`src/rtl/weight_mem_arbiter_if.sv`:
```
`default_nettype none
// ============================================================================
//  Module      : weight_mem_arbiter_if
//  Description : Bundle of the forward-read, weight-update and weight-RAM
//                signals around weight_mem_arbiter.
//                slave  : arbiter side (takes requests and mem_rdata, drives
//                         grants, read results and the RAM address/data/strobe)
//                master : requesters plus RAM side (the arbiter's environment)
//  Signals     : fwd_req/fwd_addr -> fwd_gnt/fwd_rvalid
//                upd_req/upd_we/upd_addr/upd_wdata/upd_lock -> upd_gnt/upd_rvalid
//                rd_data (shared read result), lock_err (sticky timeout flag)
//                mem_addr/mem_wdata/mem_we to the RAM, mem_rdata from the RAM
//  Revision    : 1.0  initial release
// ============================================================================
interface weight_mem_arbiter_if #(
    parameter int DATA_W = 256,
    parameter int ADDR_W = 4
);
    logic              fwd_req;
    logic [ADDR_W-1:0] fwd_addr;
    logic              fwd_gnt;
    logic              fwd_rvalid;

    logic              upd_req;
    logic              upd_we;
    logic [ADDR_W-1:0] upd_addr;
    logic [DATA_W-1:0] upd_wdata;
    logic              upd_lock;
    logic              upd_gnt;
    logic              upd_rvalid;

    logic [DATA_W-1:0] rd_data;
    logic              lock_err;

    logic [ADDR_W-1:0] mem_addr;
    logic [DATA_W-1:0] mem_wdata;
    logic              mem_we;
    logic [DATA_W-1:0] mem_rdata;

    modport slave (
        input  fwd_req, fwd_addr,
        input  upd_req, upd_we, upd_addr, upd_wdata, upd_lock,
        input  mem_rdata,
        output fwd_gnt, fwd_rvalid, upd_gnt, upd_rvalid,
        output rd_data, lock_err,
        output mem_addr, mem_wdata, mem_we
    );

    modport master (
        output fwd_req, fwd_addr,
        output upd_req, upd_we, upd_addr, upd_wdata, upd_lock,
        output mem_rdata,
        input  fwd_gnt, fwd_rvalid, upd_gnt, upd_rvalid,
        input  rd_data, lock_err,
        input  mem_addr, mem_wdata, mem_we
    );
endinterface
`default_nettype wire

```
`src/rtl/weight_mem_arbiter.sv`:
```
`default_nettype none
// ============================================================================
//  Module      : weight_mem_arbiter
//  Description : Two-requester arbiter for a single-port weight RAM.
//                The forward-pass engine issues reads; the weight-update
//                engine issues reads/writes and may lock the RAM across
//                consecutive accesses (read-modify-write). Grants are
//                combinational (zero-cycle); ties are resolved round-robin
//                and a lock is bounded to LOCK_MAX cycles, after which
//                lock_err is set (sticky until reset).
//  Ports       : clk, reset (synchronous, active-high)
//                bus : weight_mem_arbiter_if.slave (requests, grants,
//                      read results, RAM address/data/strobe)
//  Parameters  : DATA_W, ADDR_W, LOCK_MAX (1..15, lock counter is 4 bits)
//  Revision    : 1.0  initial release
// ============================================================================
module weight_mem_arbiter #(
    parameter int DATA_W   = 256,
    parameter int ADDR_W   = 4,
    parameter int LOCK_MAX = 15
) (
    input  wire logic             clk,
    input  wire logic             reset,
    weight_mem_arbiter_if.slave   bus
);

    typedef enum logic [1:0] {
        S_IDLE     = 2'd0,
        S_LAST_FWD = 2'd1,
        S_LAST_UPD = 2'd2,
        S_LOCKED   = 2'd3
    } state_t;

    localparam logic [4:0] c_LOCK_MAX = 5'(LOCK_MAX);

    state_t            r_state;
    state_t            w_state_nxt;
    logic [3:0]        r_lock_cnt;
    logic              r_lock_blk;     // upd_lock ignored after a timeout until it drops
    logic              r_lock_err;
    logic              r_fwd_rvalid;
    logic              r_upd_rvalid;
    logic [DATA_W-1:0] r_rd_data;
    logic [ADDR_W-1:0] r_mem_addr;
    logic [DATA_W-1:0] r_mem_wdata;

    logic              w_fwd_gnt;
    logic              w_upd_gnt;
    logic              w_lock_req;
    logic              w_timeout;
    logic              w_fwd_wins;

    // The counter holds the number of LOCKED cycles already completed, so
    // the timeout fires in the LOCK_MAX-th locked cycle.
    assign w_timeout  = (r_state == S_LOCKED) &&
                        (({1'b0, r_lock_cnt} + 5'd1) == c_LOCK_MAX);
    assign w_lock_req = bus.upd_lock & ~r_lock_blk;

    // Forward wins when it is alone, or on a tie unless it was served last.
    assign w_fwd_wins = bus.fwd_req && (!bus.upd_req || (r_state != S_LAST_FWD));

    // ------------------------------------------------------------------
    // Next-state and grant logic
    // ------------------------------------------------------------------
    always_comb begin
        w_fwd_gnt   = 1'b0;
        w_upd_gnt   = 1'b0;
        w_state_nxt = r_state;
        case (r_state)
            S_LOCKED: begin
                w_upd_gnt = bus.upd_req;
                if (w_timeout || !bus.upd_lock) begin
                    w_state_nxt = S_LAST_UPD;
                end
            end
            default: begin
                if (w_fwd_wins) begin
                    w_fwd_gnt   = 1'b1;
                    w_state_nxt = S_LAST_FWD;
                end else if (bus.upd_req) begin
                    w_upd_gnt   = 1'b1;
                    w_state_nxt = w_lock_req ? S_LOCKED : S_LAST_UPD;
                end
            end
        endcase
        // Reset masks grants immediately so nothing reaches the RAM in the
        // reset cycle itself.
        if (reset) begin
            w_fwd_gnt   = 1'b0;
            w_upd_gnt   = 1'b0;
            w_state_nxt = S_IDLE;
        end
    end

    // ------------------------------------------------------------------
    // State and datapath registers
    // ------------------------------------------------------------------
    always_ff @(posedge clk) begin
        if (reset) begin
            r_state      <= S_IDLE;
            r_lock_cnt   <= 4'd0;
            r_lock_blk   <= 1'b0;
            r_lock_err   <= 1'b0;
            r_fwd_rvalid <= 1'b0;
            r_upd_rvalid <= 1'b0;
            r_rd_data    <= '0;
            r_mem_addr   <= '0;
            r_mem_wdata  <= '0;
        end else begin
            r_state    <= w_state_nxt;
            r_lock_cnt <= (r_state == S_LOCKED) ? (r_lock_cnt + 4'd1) : 4'd0;

            if (w_timeout && bus.upd_lock) begin
                r_lock_blk <= 1'b1;
            end else if (!bus.upd_lock) begin
                r_lock_blk <= 1'b0;
            end

            if (w_timeout) begin
                r_lock_err <= 1'b1;
            end

            r_fwd_rvalid <= w_fwd_gnt;
            r_upd_rvalid <= w_upd_gnt & ~bus.upd_we;
            if (w_fwd_gnt || (w_upd_gnt && !bus.upd_we)) begin
                r_rd_data <= bus.mem_rdata;
            end

            if (w_fwd_gnt) begin
                r_mem_addr <= bus.fwd_addr;
            end else if (w_upd_gnt) begin
                r_mem_addr  <= bus.upd_addr;
                r_mem_wdata <= bus.upd_wdata;
            end
        end
    end

    // ------------------------------------------------------------------
    // Outputs. Registered results are masked while reset is high so a
    // read granted just before reset never shows its rvalid.
    // ------------------------------------------------------------------
    assign bus.fwd_gnt    = w_fwd_gnt;
    assign bus.upd_gnt    = w_upd_gnt;
    assign bus.mem_we     = w_upd_gnt & bus.upd_we;
    assign bus.mem_addr   = reset     ? '0           :
                            w_fwd_gnt ? bus.fwd_addr :
                            w_upd_gnt ? bus.upd_addr : r_mem_addr;
    assign bus.mem_wdata  = reset     ? '0            :
                            w_upd_gnt ? bus.upd_wdata : r_mem_wdata;
    assign bus.fwd_rvalid = r_fwd_rvalid & ~reset;
    assign bus.upd_rvalid = r_upd_rvalid & ~reset;
    assign bus.rd_data    = reset ? '0 : r_rd_data;
    assign bus.lock_err   = r_lock_err & ~reset;

endmodule
`default_nettype wire

```
`src/flat_wrapper.sv`:
```
// flat-port wrapper written by rule: the top's interface ports become plain ports
module weight_mem_arbiter_flat 
#(
    parameter int DATA_W   = 256,
    parameter int ADDR_W   = 4,
    parameter int LOCK_MAX = 15
)
  (clk, reset, bus_fwd_req, bus_fwd_addr, bus_upd_req, bus_upd_we, bus_upd_addr, bus_upd_wdata, bus_upd_lock, bus_mem_rdata, bus_fwd_gnt, bus_fwd_rvalid, bus_upd_gnt, bus_upd_rvalid, bus_rd_data, bus_lock_err, bus_mem_addr, bus_mem_wdata, bus_mem_we);
  weight_mem_arbiter_if #(.DATA_W(DATA_W), .ADDR_W(ADDR_W)) bus_i ();
  input  wire logic clk;
  input  wire logic reset;
  input wire logic [$bits(bus_i.fwd_req)-1:0] bus_fwd_req;
  input wire logic [$bits(bus_i.fwd_addr)-1:0] bus_fwd_addr;
  input wire logic [$bits(bus_i.upd_req)-1:0] bus_upd_req;
  input wire logic [$bits(bus_i.upd_we)-1:0] bus_upd_we;
  input wire logic [$bits(bus_i.upd_addr)-1:0] bus_upd_addr;
  input wire logic [$bits(bus_i.upd_wdata)-1:0] bus_upd_wdata;
  input wire logic [$bits(bus_i.upd_lock)-1:0] bus_upd_lock;
  input wire logic [$bits(bus_i.mem_rdata)-1:0] bus_mem_rdata;
  output wire logic [$bits(bus_i.fwd_gnt)-1:0] bus_fwd_gnt;
  output wire logic [$bits(bus_i.fwd_rvalid)-1:0] bus_fwd_rvalid;
  output wire logic [$bits(bus_i.upd_gnt)-1:0] bus_upd_gnt;
  output wire logic [$bits(bus_i.upd_rvalid)-1:0] bus_upd_rvalid;
  output wire logic [$bits(bus_i.rd_data)-1:0] bus_rd_data;
  output wire logic [$bits(bus_i.lock_err)-1:0] bus_lock_err;
  output wire logic [$bits(bus_i.mem_addr)-1:0] bus_mem_addr;
  output wire logic [$bits(bus_i.mem_wdata)-1:0] bus_mem_wdata;
  output wire logic [$bits(bus_i.mem_we)-1:0] bus_mem_we;
  assign bus_i.fwd_req = bus_fwd_req;
  assign bus_i.fwd_addr = bus_fwd_addr;
  assign bus_i.upd_req = bus_upd_req;
  assign bus_i.upd_we = bus_upd_we;
  assign bus_i.upd_addr = bus_upd_addr;
  assign bus_i.upd_wdata = bus_upd_wdata;
  assign bus_i.upd_lock = bus_upd_lock;
  assign bus_i.mem_rdata = bus_mem_rdata;
  assign bus_fwd_gnt = bus_i.fwd_gnt;
  assign bus_fwd_rvalid = bus_i.fwd_rvalid;
  assign bus_upd_gnt = bus_i.upd_gnt;
  assign bus_upd_rvalid = bus_i.upd_rvalid;
  assign bus_rd_data = bus_i.rd_data;
  assign bus_lock_err = bus_i.lock_err;
  assign bus_mem_addr = bus_i.mem_addr;
  assign bus_mem_wdata = bus_i.mem_wdata;
  assign bus_mem_we = bus_i.mem_we;
  weight_mem_arbiter #(.DATA_W(DATA_W), .ADDR_W(ADDR_W), .LOCK_MAX(LOCK_MAX)) u_core (.clk(clk), .reset(reset), .bus(bus_i));
endmodule
```
`config.mk`:
```
export PLATFORM = sky130hd
export DESIGN_NAME = weight_mem_arbiter_flat
export DESIGN_NICKNAME = d
export VERILOG_FILES = /design/src/rtl/weight_mem_arbiter_if.sv /design/src/rtl/weight_mem_arbiter.sv /design/src/flat_wrapper.sv
export SDC_FILE = /design/constraint.sdc
export NUM_CORES = 1
export LEC_CHECK = 0
export ABC_AREA = 1
export CAP_MARGIN = 20
export CORE_AREA = 2 2 406 408
export CTS_CLUSTER_SIZE = 25
export DETAILED_ROUTE_END_ITERATION = 16
export DIE_AREA = 0 0 408 410
export GPL_TIMING_DRIVEN = 0
export PLACE_DENSITY = 0.32
export SLEW_MARGIN = 20
export SYNTH_ARGS = -nofsm -noshare
export SYNTH_HDL_FRONTEND = slang
export SYNTH_SLANG_ARGS = --single-unit
```
`constraint.sdc`:
```
create_clock -name clk -period 2.13 [get_ports clk]
set_input_delay 0.213 -clock clk [delete_from_list [all_inputs] [get_ports clk]]
set_output_delay 0.213 -clock clk [all_outputs]
set_load 0.005 [all_outputs]
```
Yosys cells after proc, flatten, opt, wreduce, memory -nomap -nowiden
Index checks and enable logic that the tools add are counted.
- bits in registers: 526
- input port bits: 526
- output and inout bits: 522
- logic and storage cells: 59
- $add $sub $neg: 2
- equality and inequality tests: 5
- mux-type cells: 20
- bitwise gates (word level): 10
- reductions and logical operators: 13
- operators by type and width (operator ; number):
    256-bit two-way mux ; 3
    4-bit two-way mux ; 3
    1-bit two-way mux ; 10
    2-bit two-way mux ; 4
    1-bit bitwise AND ; 6
    4-bit by 1-bit adder with 5-bit output, second input constant ; 1
    5-bit by 4-bit == test with 1-bit output, second input constant ; 1
    4-bit by 1-bit adder with 4-bit output, second input constant ; 1
    1-bit logical AND ; 4
    2-bit by 1-bit != test with 1-bit output, second input constant ; 2
    1-bit inverter ; 4
    1-bit zero test ; 3
    1-bit logical OR ; 3
    3-bit nonzero test ; 1
    2-bit == test, second input constant ; 1
    2-bit != test, second input constant ; 1
    2-bit AND reduction ; 1
    2-bit OR reduction ; 1

Depth between registers and ports, before layout
Gate-level depths: netlist of the first run.
- depth in word-level cells: 9
- depth in mapped cells: 11
- mapped depth without buffers: 10

Worst setup path before layout of the first run
OpenSTA, ideal clock, no wires.
- path kind: reg-to-output
- start: register u_core.r_state[0]
- end: output bus_mem_wdata[166]
- arrival: 1.408 ns
- required time: 1.917 ns
- setup slack: 0.509 ns
- stages on the path, launching flop included: 9
- path buffers: 2
- cells stage by stage: dfxtp_1 > nand2_2 > nand3_4 > nand2_4 > inv_4 > buf_2 > buf_1 > nand2_1 > nand2_1
- word-level cells in the longest chain between the ends: 8
- elaborated cells between the ends (all ways): 9
- those cells by class: 2 x eq/ne; 5 x mux; 2 x reduce/logical
- ends and longest elaborated chain (element ; line ; text):
    from (decl) ; weight_mem_arbiter.sv:36 ; state_t r_state;
    from (signal assigned) ; weight_mem_arbiter.sv:110 ; r_state <= w_state_nxt;
    2-bit by 1-bit != test with 1-bit output ; weight_mem_arbiter.sv:60 ; assign w_fwd_wins = bus.fwd_req && (!bus.upd_req || (r_state != S_LAST_FWD));
    1-bit logical OR ; weight_mem_arbiter.sv:60 ;
    1-bit logical AND ; weight_mem_arbiter.sv:60 ;
    1-bit two-way mux ; weight_mem_arbiter.sv:77 ; if (w_fwd_wins) begin
    1-bit two-way mux (*) ; weight_mem_arbiter.sv:69 ; case (r_state)
    1-bit two-way mux (*) ; weight_mem_arbiter.sv:88 ; if (reset) begin
    256-bit two-way mux (*) ; weight_mem_arbiter.sv:149 ; w_upd_gnt ? bus.upd_wdata : r_mem_wdata;
    256-bit two-way mux (*) ; weight_mem_arbiter.sv:148 ; assign bus.mem_wdata = reset ? '0 :
    to (decl) ; flat_wrapper.sv:27 ; output wire logic [$bits(bus_i.mem_wdata)-1:0] bus_mem_wdata;
Mark *: on every way between the ends. The rest lies on a longest branch, timed or not.

Worst setup path in the final report of the first run
- start: register u_core.r_state[0]
- end: output bus_mem_wdata[77]
Same word-level chain as after synthesis.

==> results.tsv, run 1 <==
metric	value	unit
outcome	complete, but fails checks	
failing checks	negative setup slack	
CP top delay family	buffers and inverters	
CTS tree	yes	
fill cell count	18468	
share of post-route cells with drive strength above 1	0.184	
max-slew violations	0	
area occupied by multi-input gates	0.00970	mm2
kind of critical path	register to primary output	
M3 GR Usage	0.0666	
R2R cell count	12	
Fin Setup TNS	-146670	ps
clock buffer depth	3	
Cell Chain, Critical Path	nand2_4 > nand3_4 > nand2_8 > buf_12 > inv_16 > buf_16 > buf_6 > clkbuf_8 > nand2_1 > nand2_1 > buf_6	
M1 GR Usage	0.176	
Static Leak	0.0188	uW
FP Rows	149	
GR Util All Layers	0.159	
fin area	0.0395	mm2
worst path arrival time	2310	ps
CTS H-Tree Depth	3	
most common cell after layout, fill and taps aside	clkdlybuf4s50_1	
Area Overhead vs Synth	87.3	%
HPWL Detailed	110	mm
Adder-Cell Fraction of Synth Area	0.00119	
final wirelength	139	mm
fmax	396	MHz
gr ovfl total	0	
Final Setup Violations	729	
Least-Margin Pin Slew	811	ps
Synth warnings	0	
Top Usage Layer GRT	met2	
Hold Path Class	primary input to register	
gpl congestion	0.828	
Mapped Cells	3105	
Synth Register Bits	526	
VDD IR-drop max	0.517	mV
Routed wire per std cell	21.0	um
slowest CP cell	dfxtp_4	
Syn Nets	3633	
Seq/Total Area, Yosys	0.499	
startpoint types	register	
Crit. Startpoint	u_core.r_state[0]$_SDFFE_PP0P_	
core area	0.163	mm2
Root Driver	clkbuf_16	
Placed Area	0.0343	mm2
Vias/cell	3.65	
Setup WS post-layout	-396	ps
via count	24033	
DR iter-0 viols	1025	
Simple-Gate Fraction of Synth Area	0.344	
CTS sink cnt	526	
die area	0.167	mm2
Reg2Reg Setup Slack	-240	ps
Mean Syn Cell Area	6.79	um2
first-pass GRT wire length	188	mm
Worst setup EP type	primary output	
ranking of synthesized cells by area	dfxtp_1 50%, nand2_1 14%, nor2_1 14%	
complex-gate fraction of the synthesized area	0.0642	
multiplexer area fraction after synthesis	0	
most frequent cells in the layout	779 x clkdlybuf4s50_1, 776 x nor2_1, 601 x nand2_1, 524 x dfxtp_1, 271 x inv_1	
starting density of the core	0.129	
# DRC	0	
dpl cells	6342	
initial antenna violation count	42	
Data required, critical path	1920	ps
drt first pass iters	4	
register area	0.0105	mm2
RSZ-0062 raised after global routing	true	
clock slew at reported path FFs	60	ps
CP max FO	7	
Num CTS Buffers	77	
FF-to-FF End	u_core.r_rd_data[121]$_SDFFE_PP0P_	
largest family of logic cells by synthesized area	simple AND/OR/NAND/NOR gates	
Die H	410	um
Die X	408	um
area leader, netlist	dfxtp_1	
period utilisation layout	1.19	
Finished Layout Cells	6581	
port buffer count	1047	
Mapped Area	0.0211	mm2
I/O pin total	1048	
CP Buf/Inv Count	6	
Nets	4853	
largest net degree at the start of global routing	12	
WP depth	11	
area share of the leading cell type in the synthesized netlist	0.499	
Final Hold Fails	0	
XOR/XNOR Fraction of Synth Area	0	
worst r2r src	u_core.r_state[0]$_SDFFE_PP0P_	
post-route ant nets	0	
Setup crit end	bus_mem_wdata[77]	
Distinct cells, synth	21	
met2 GRT Util	0.276	
worst skew pair latency	670	ps
Power Density	740	mW/mm2
vias in the first global route	24027	
final critical-path required period	2530	ps
skew final	29.1	ps
Slew headroom	0.459	
max capacitance violation total	0	
slowest stage delay, CP	380	ps
## report_power, final
group          internal (uW)  switching (uW)
Clock                   7430            5220
Combinational           2790            2840
Sequential             10700             296
Total                  20900            8350
## worst reg2reg max path: cells and delay by family, from the launching register on
kind                   cells  cell delay (ps)
AO/OA/AOI/OAI              1              130
buffers and inverters      5             1130
AND/OR/NAND/NOR            6              700
flip-flops                 1              380
## worst min path at each step
stage                                         from                             endpoint  depth (start not counted)
CTS                              bus_upd_wdata[49]  u_core.r_mem_wdata[49]$_SDFFE_PP0N_                          3
global placement    u_core.r_lock_blk$_SDFFE_PP0P_       u_core.r_lock_blk$_SDFFE_PP0P_                          2
global route                    bus_mem_rdata[168]   u_core.r_rd_data[168]$_SDFFE_PP0P_                          3
floorplan                         bus_upd_wdata[0]   u_core.r_mem_wdata[0]$_SDFFE_PP0N_                          2
detailed placement  u_core.r_lock_err$_SDFFE_PP0P_       u_core.r_lock_err$_SDFFE_PP0P_                          2
finish                           bus_upd_wdata[49]  u_core.r_mem_wdata[49]$_SDFFE_PP0N_                          3
## logic make-up after synthesis
| kind of cell | after synthesis |
|---|---|
| simple gates | 1836 |
| compound gates | 269 |
| flops | 526 |
| buf+inv | 472 |
| fa+ha+maj | 2 |
## Yosys cell counts
cell type	instances
a21oi_1	4
ha_1	2
clkbuf_1	104
nand2_1	787
o21ai_0	260
nand2_2	3
buf_6	2
inv_2	2
buf_1	31
buf_4	23
dfxtp_1	526
inv_1	271
nand2_4	1
inv_4	1
a31oi_1	4
nand3_4	1
nor2_1	781
nand4_1	2
buf_2	38
a211oi_1	1
nand3_1	261
## repair_timing
action,4_1_cts,5_1_grt
buffers inserted,73,4
gates resized for setup,1555,101
hold buffers,0,0
endpoints found under the setup margin,1038,765
cloned,14,3
pin swaps,93,6
## cell type report
cell class,instances,share of cell area
clock buffers,111,0.0561
clock inverters,18,0.00463
plain buffers,197,0.0473
diodes,17,0.00108
multi-input cells,2108,0.246
repair inverters,1,0.000760
flip-flops and latches,526,0.267
repair buffers,1140,0.282
inverters,274,0.0266
well taps,2189,0.0694
## state kept, by name, indices dropped and copies added, names as in the netlist
| name | flops |
|---|---|
| u_core.r_upd_rvalid | 1 |
| u_core.r_rd_data | 256 |
| u_core.r_lock_blk | 1 |
| u_core.r_lock_err | 1 |
| u_core.r_fwd_rvalid | 1 |
| u_core.r_mem_addr | 4 |
| u_core.r_lock_cnt | 4 |
| u_core.r_mem_wdata | 256 |
| u_core.r_state | 2 |
## through the flow
| step | utilization | worst slack (ps) | power (uW) | hold slack, ps |
|---|---|---|---|---|
| after global placement | 0.210 | -2570 | 16400 | 453 |
| after detailed placement | 0.210 | -2130 | 16400 | 452 |
| after CTS | 0.240 | -519 | 29900 | 37.0 |
| after global routing | 0.241 | -558 | 30800 | 73.8 |
| final | 0.242 | -396 | 29200 | 123 |
| after floorplan | - | 509 | 12900 | 342 |
## layer usage
metal	wire length, um	share of wire
met5	220	0.0016
met4	3940	0.028
met3	12200	0.088
met2	67700	0.49
met1	54400	0.39
No activity file was read; power rests on OpenSTA's default activity.
==> run 2: changes to the inputs <==
--- a/config.mk
+++ b/config.mk
@@ -12,7 +12,9 @@
 export DETAILED_ROUTE_END_ITERATION = 16
 export DIE_AREA = 0 0 408 410
 export GPL_TIMING_DRIVEN = 0
+export HOLD_SLACK_MARGIN = 0.03
 export PLACE_DENSITY = 0.32
+export REMOVE_ABC_BUFFERS = 1
 export SLEW_MARGIN = 20
 export SYNTH_ARGS = -nofsm -noshare
 export SYNTH_HDL_FRONTEND = slang
==> run 2 against run 1 <==
Effect of this change:
- the flow still finishes with violations (negative setup slack)
- register-to-register slack got worse by 50 ps
- worst hold slack got worse by 16 ps
- sequential cell count stayed put
- sequential share of layout area decreased by 1.3 points
- sequential power is essentially flat
- first-iteration DRC count down 1.3%
- critical path type unchanged
- largest cell class unchanged
- largest power group unchanged
==> results.tsv, run 2 (synthesis results as in run 1) <==
metric	value	unit	change
Die H	410	um	unchanged
Static Leak	0.0197	uW	+4.7%
kind of critical path	register to primary output		
die area	0.167	mm2	unchanged
final core occ	0.254		+0.0128
Flop pwr share	0.364		-0.011
outcome	complete, but fails checks		
VDD IR-drop max	0.490	mV	-5.1%
share of post-route cells with drive strength above 1	0.208		+0.0236
core area	0.163	mm2	unchanged
Num CTS Buffers	78		+1.3%
met2 wire len	70.8	mm	+4.5%
total power	30200	uW	+3.3%
Regs by FF count	u_core.r_mem_wdata x256, u_core.r_rd_data x256		
switch share	0.293		+0.00703
Reg2Reg Setup Slack	-290	ps	-50 ps
FP Rows	149		unchanged
startpoint types	register		
DR iter-0 viols	1012		-1.3%
Final Setup Violations	518		-29%
Least-Margin Pin Slew	545	ps	-266 ps
period utilisation layout	1.25		+0.0689
gr ovfl total	0		unchanged
failing checks	negative setup slack		
CTS tree	yes		
Placed Area	0.0339	mm2	-1.3%
HPWL Detailed	85.6	mm	-22%
top sig layer	met5		
Gate power share	0.207		+0.014
initial antenna violation count	32		-24%
Clock power frac	0.429		-0.004
CP max FO	7		unchanged
fin area	0.0416	mm2	+5.3%
gpl congestion	0.773		-6.6%
Setup crit end	bus_mem_wdata[250]		
worst r2r src	u_core.r_state[0]$_SDFFE_PP0P_		
Slew headroom	0.637		+0.178
GR Util All Layers	0.159		-0.000510
Hold WS	107	ps	-16.2 ps
Power Density	726	mW/mm2	-1.9%
Routed wire per std cell	21.7	um	+3.1%
Psw	8830	uW	+5.8%
max-slew violations	0		unchanged
# DRC	0		unchanged
worst path arrival time	2460	ps	+150 ps
Setup WS post-layout	-543	ps	-147 ps
vias in the first global route	23378		-2.7%
Final Hold Fails	0		unchanged
via count	24365		+1.4%
Data required, critical path	1920	ps	about the same
clock slew at reported path FFs	60	ps	about the same
Metal-1 WL	59.7	mm	+9.8%
Setup WS pre-CTS	-2560	ps	-421 ps
first-pass GRT wire length	187	mm	-0.74%
port buffer count	1047		unchanged
clock buffer depth	3		unchanged
Area Overhead vs Synth	97.2	%	
fmax	374	MHz	-5.5%
worst skew pair latency	690	ps	+20 ps
final critical-path required period	2670	ps	+147 ps
starting density of the core	0.129		unchanged
Root Driver	clkbuf_16		
RSZ-0062 raised after global routing	true		
Worst setup EP type	primary output		
Cell Int Power	21400	uW	+2.3%
largest net degree at the start of global routing	126		+114
CTS H-Tree Depth	3		unchanged
CTS sink cnt	526		unchanged
Crit. Startpoint	u_core.r_state[0]$_SDFFE_PP0P_		
Min-Delay Path Depth	3		unchanged
I/O pin total	1048		unchanged
hold path startpoint	bus_upd_wdata[82]		
most frequent cells in the layout	787 x clkdlybuf4s50_1, 780 x nor2_1, 560 x nand2_1, 524 x dfxtp_1, 271 x inv_1		
post-route ant nets	0		unchanged
Vias/cell	3.69		+1.1%
Die X	408	um	unchanged
Nets	4857		+0.082%
R2R cell count	14		+2
skew final	27.4	ps	-1.72 ps
final wirelength	143	mm	+3.3%
most common cell after layout, fill and taps aside	clkdlybuf4s50_1		
Met3 Wirelength	8.43	mm	-31%
max capacitance violation total	0		unchanged
Hold Path Class	primary input to register		
drt first pass iters	5		+1
FF-to-FF End	u_core.r_rd_data[1]$_SDFFE_PP0P_		
[run 2: worst max-delay path, cell delays in order, from the launching register on]
cell	delay, ps
dfxtp_4	360
nand2_4	70
nand3_4	110
nand2_8	110
buf_16	170
buf_8	150
buf_16	220
inv_16	60
buf_12	140
buf_6	120
nand2_2	50
nand2_1	50
buf_2	130
[run 2: worst min path at each step]
stage	end	slack, ps
after global routing	u_core.r_mem_wdata[124]$_SDFFE_PP0N_	70
final	u_core.r_mem_wdata[82]$_SDFFE_PP0N_	110
after detailed placement	u_core.r_lock_err$_SDFFE_PP0P_	450
after global placement	u_core.r_lock_err$_SDFFE_PP0P_	450
after CTS	u_core.r_mem_wdata[250]$_SDFFE_PP0N_	30
after floorplan	u_core.r_lock_err$_SDFFE_PP0P_	280
[run 2: layer usage]
layer / up-vias / global-route usage
li1: 12034 / -
met2: 578 / 0.271
met4: 14 / 0.0552
met3: 161 / 0.0447
met1: 11578 / 0.189
met5: - / 0
[run 2: power by group through the flow]
stage / Clock [uW] / Sequential, uW / Combinational (uW)
floorplan: 0 / 11100 / 1690
global placement: 0 / 11200 / 4980
detailed placement: 0 / 11200 / 4950
CTS: 13600 / 11000 / 5970
global route: 13900 / 11100 / 6780
finish: 13000 / 11000 / 6260
[run 2: through the flow]
step	instances	setup TNS, ps
finish	6598	-132340
global route	6592	-207030
CTS	6508	-227370
detailed placement	6159	-1396510
global placement	6143	-
floorplan	2907	-2757970
[run 2: cell type report]
type | count | area (um2)
Fill cell | 18315 | 122000
Timing Repair Buffer | 1321 | 14200
Sequential cell | 526 | 10500
Multi-Input combinational cell | 2112 | 10100
Tap cell | 2189 | 2740
Clock buffer | 123 | 2300
Inverter | 274 | 1080
Timing Repair inverter | 16 | 305
Clock inverter | 16 | 194
Antenna cell | 21 | 52.6
[run 2: repair_timing]
item	in CTS	in global routing
setup endpoints to repair	802	534
hold buffers	16	0
buffers inserted	141	52
hold endpoints to repair	17	0
resized for setup	1168	430
gates cloned	55	19
pin swaps	68	38
==> run 3: changes to the inputs <==
==> constraint.sdc (replaced) <==
create_clock -name clk -period 3.1 [get_ports clk]
set_input_delay 0.31 -clock clk [delete_from_list [all_inputs] [get_ports clk]]
set_output_delay 0.31 -clock clk [all_outputs]
set_load 0.005 [all_outputs]
==> run 3 against run 2 <==
Effect of this change:
- the run now ends clean
- final cell count is 3.2% lower
- clock skew shrank 0.85 ps
- worst setup slack better by 640 ps
- sequential share of layout area grew 2.5 points
- utilization decreased by 2.3 points
- critical path type unchanged
- largest cell class unchanged
- via count down 4.7%
- highest routed layer unchanged
==> results.tsv, run 3 (synthesis results as in run 1) <==
metric	value	unit	change
Worst setup EP type	primary output		
I/O pin total	1048		unchanged
max-slew violations	0		unchanged
Regs by FF count	u_core.r_mem_wdata x256, u_core.r_rd_data x256		
RSZ-0062 raised after global routing	true		
vias in the first global route	22441		-4.0%
share of post-route cells with drive strength above 1	0.0601		-0.148
gr ovfl total	0		unchanged
fmax	332	MHz	
DR iter-0 viols	953		-5.8%
Hold Path Class	primary input to register		
Vias/cell	3.64		-1.5%
Final Setup Violations	0		-100%
final wirelength	130	mm	-9.4%
period utilisation layout	0.970		
CTS sink cnt	526		unchanged
Placed Area	0.0339	mm2	unchanged
Power Density	528	mW/mm2	-27%
Routed wire per std cell	20.3	um	-6.4%
Hold Buf Count CTS	0		-16
switch share	0.285		-0.00788
most frequent cells in the layout	870 x clkdlybuf4s50_1, 780 x nor2_1, 767 x nand2_1, 524 x dfxtp_1, 271 x inv_1		
Die X	408	um	unchanged
clock slew at reported path FFs	70	ps	about the same
Cell Int Power	14300	uW	-33%
Area Overhead vs Synth	79.4	%	
total power	20000	uW	-34%
final critical-path required period	3010	ps	
die area	0.167	mm2	unchanged
startpoint types	register		
slowest CP cell	clkdlybuf4s50_1		
drt first pass iters	6		+1
GR Util All Layers	0.147		-0.0120
Clock power frac	0.444		+0.015
Psw	5690	uW	-36%
max capacitance violation total	0		unchanged
worst path arrival time	2700	ps	+240 ps
Num CTS Buffers	78		unchanged
FP Rows	149		unchanged
# DRC	0		unchanged
Gate power share	0.178		-0.029
HPWL Detailed	85.6	mm	unchanged
Die H	410	um	unchanged
first-pass GRT wire length	175	mm	-6.4%
via count	23229		-4.7%
skew final	26.5	ps	-0.852 ps
Hold WS	203	ps	+96.1 ps
most common cell after layout, fill and taps aside	clkdlybuf4s50_1		
Static Leak	0.0183	uW	-6.8%
Finished Layout Cells	6387		-3.2%
core area	0.163	mm2	unchanged
CP max FO	40		+33
dpl cells	6159		unchanged
Fin Setup TNS	0	ps	+132340 ps
VDD IR-drop max	0.346	mV	-29%
Flop pwr share	0.377		+0.013
CTS H-Tree Depth	3		unchanged
outcome	completed		
post-route ant nets	0		unchanged
Least-Margin Pin Slew	741	ps	+196 ps
slowest stage delay, CP	530	ps	+170 ps
CP Buf/Inv Count	3		-4
gpl congestion	0.773		unchanged
Root Driver	clkbuf_16		
largest net degree at the start of global routing	126		unchanged
clock buffer depth	3		unchanged
kind of critical path	register to primary output		
fin area	0.0378	mm2	-9.0%
initial antenna violation count	30		-6.3%
CTS tree	yes		
CP top delay family	buffers and inverters		
Slew headroom	0.506		-0.131
Cell Chain, Critical Path	nand2_2 > nand3_4 > nand2_8 > buf_16 > buf_16 > nand3_1 > nand2_2 > clkdlybuf4s50_1		
Data required, critical path	2790	ps	+870 ps
Final Hold Fails	0		unchanged
starting density of the core	0.129		unchanged
worst skew pair latency	660	ps	-30 ps
Nets	4648		-4.3%
port buffer count	1047		unchanged
[run 3: path summary, 6_finish.rpt]
kind                                                            from  cells past startpoint                              endpoint  slack, ps
worst max-delay path                  u_core.r_state[0]$_SDFFE_PP0P_                      8                    bus_mem_wdata[230]         90
worst min-delay path                               bus_upd_wdata[12]                      3   u_core.r_mem_wdata[12]$_SDFFE_PP0N_        200
worst min register to register  u_core.r_mem_wdata[156]$_SDFFE_PP0N_                      2  u_core.r_mem_wdata[156]$_SDFFE_PP0N_        450
worst max register to register        u_core.r_state[0]$_SDFFE_PP0P_                     12      u_core.r_rd_data[1]$_SDFFE_PP0P_        250
[run 3: worst register-to-register path: cells and delay by family, from the launching register on]
family | cells | cell delay (ps)
buffers and inverters | 5 | 1130
AND/OR/NAND/NOR | 7 | 1300
flip-flops | 1 | 360
[run 3: what timing repair did]
item	in CTS	in global routing
setup buffers	31	7
endpoints found under the setup margin	533	198
pin swaps	9	5
cloned	28	6
gates resized for setup	201	78
[run 3: layout make-up]
type / count / area, um2
fillers: 18618 / 126000
repair inverters: 4 / 82.6
well taps: 2189 / 2740
repair buffers: 1125 / 12000
inverters: 274 / 1080
diodes: 19 / 47.5
clock buffers: 123 / 2300
multi-input cells: 2111 / 8850
flip-flops and latches: 526 / 10500
clock inverters: 16 / 194
[run 3: per-layer routing]
layer,GRT usage,part of all wire,up-vias
li1,-,-,11581
met1,0.168,0.41,10942
met2,0.258,0.50,543
met3,0.0434,0.060,145
met4,0.0494,0.028,18
met5,0,0.00093,-
[run 3: through the flow]
stage                util  setup slack [ps]
finish              0.231              92.3
CTS                 0.229             -66.3
floorplan               -             -5650
detailed placement  0.207             -1680
global placement    0.204            -41800
global route        0.231             -79.6
[run 3: power by group through the flow]
stage	sequential [uW]	clock [uW]	combinational (uW)
after floorplan	7600	0	1160
after global placement	7670	0	3420
after detailed placement	7670	0	3400
final	7540	8880	3560
after global routing	7590	9540	3910
after CTS	7530	9330	3630
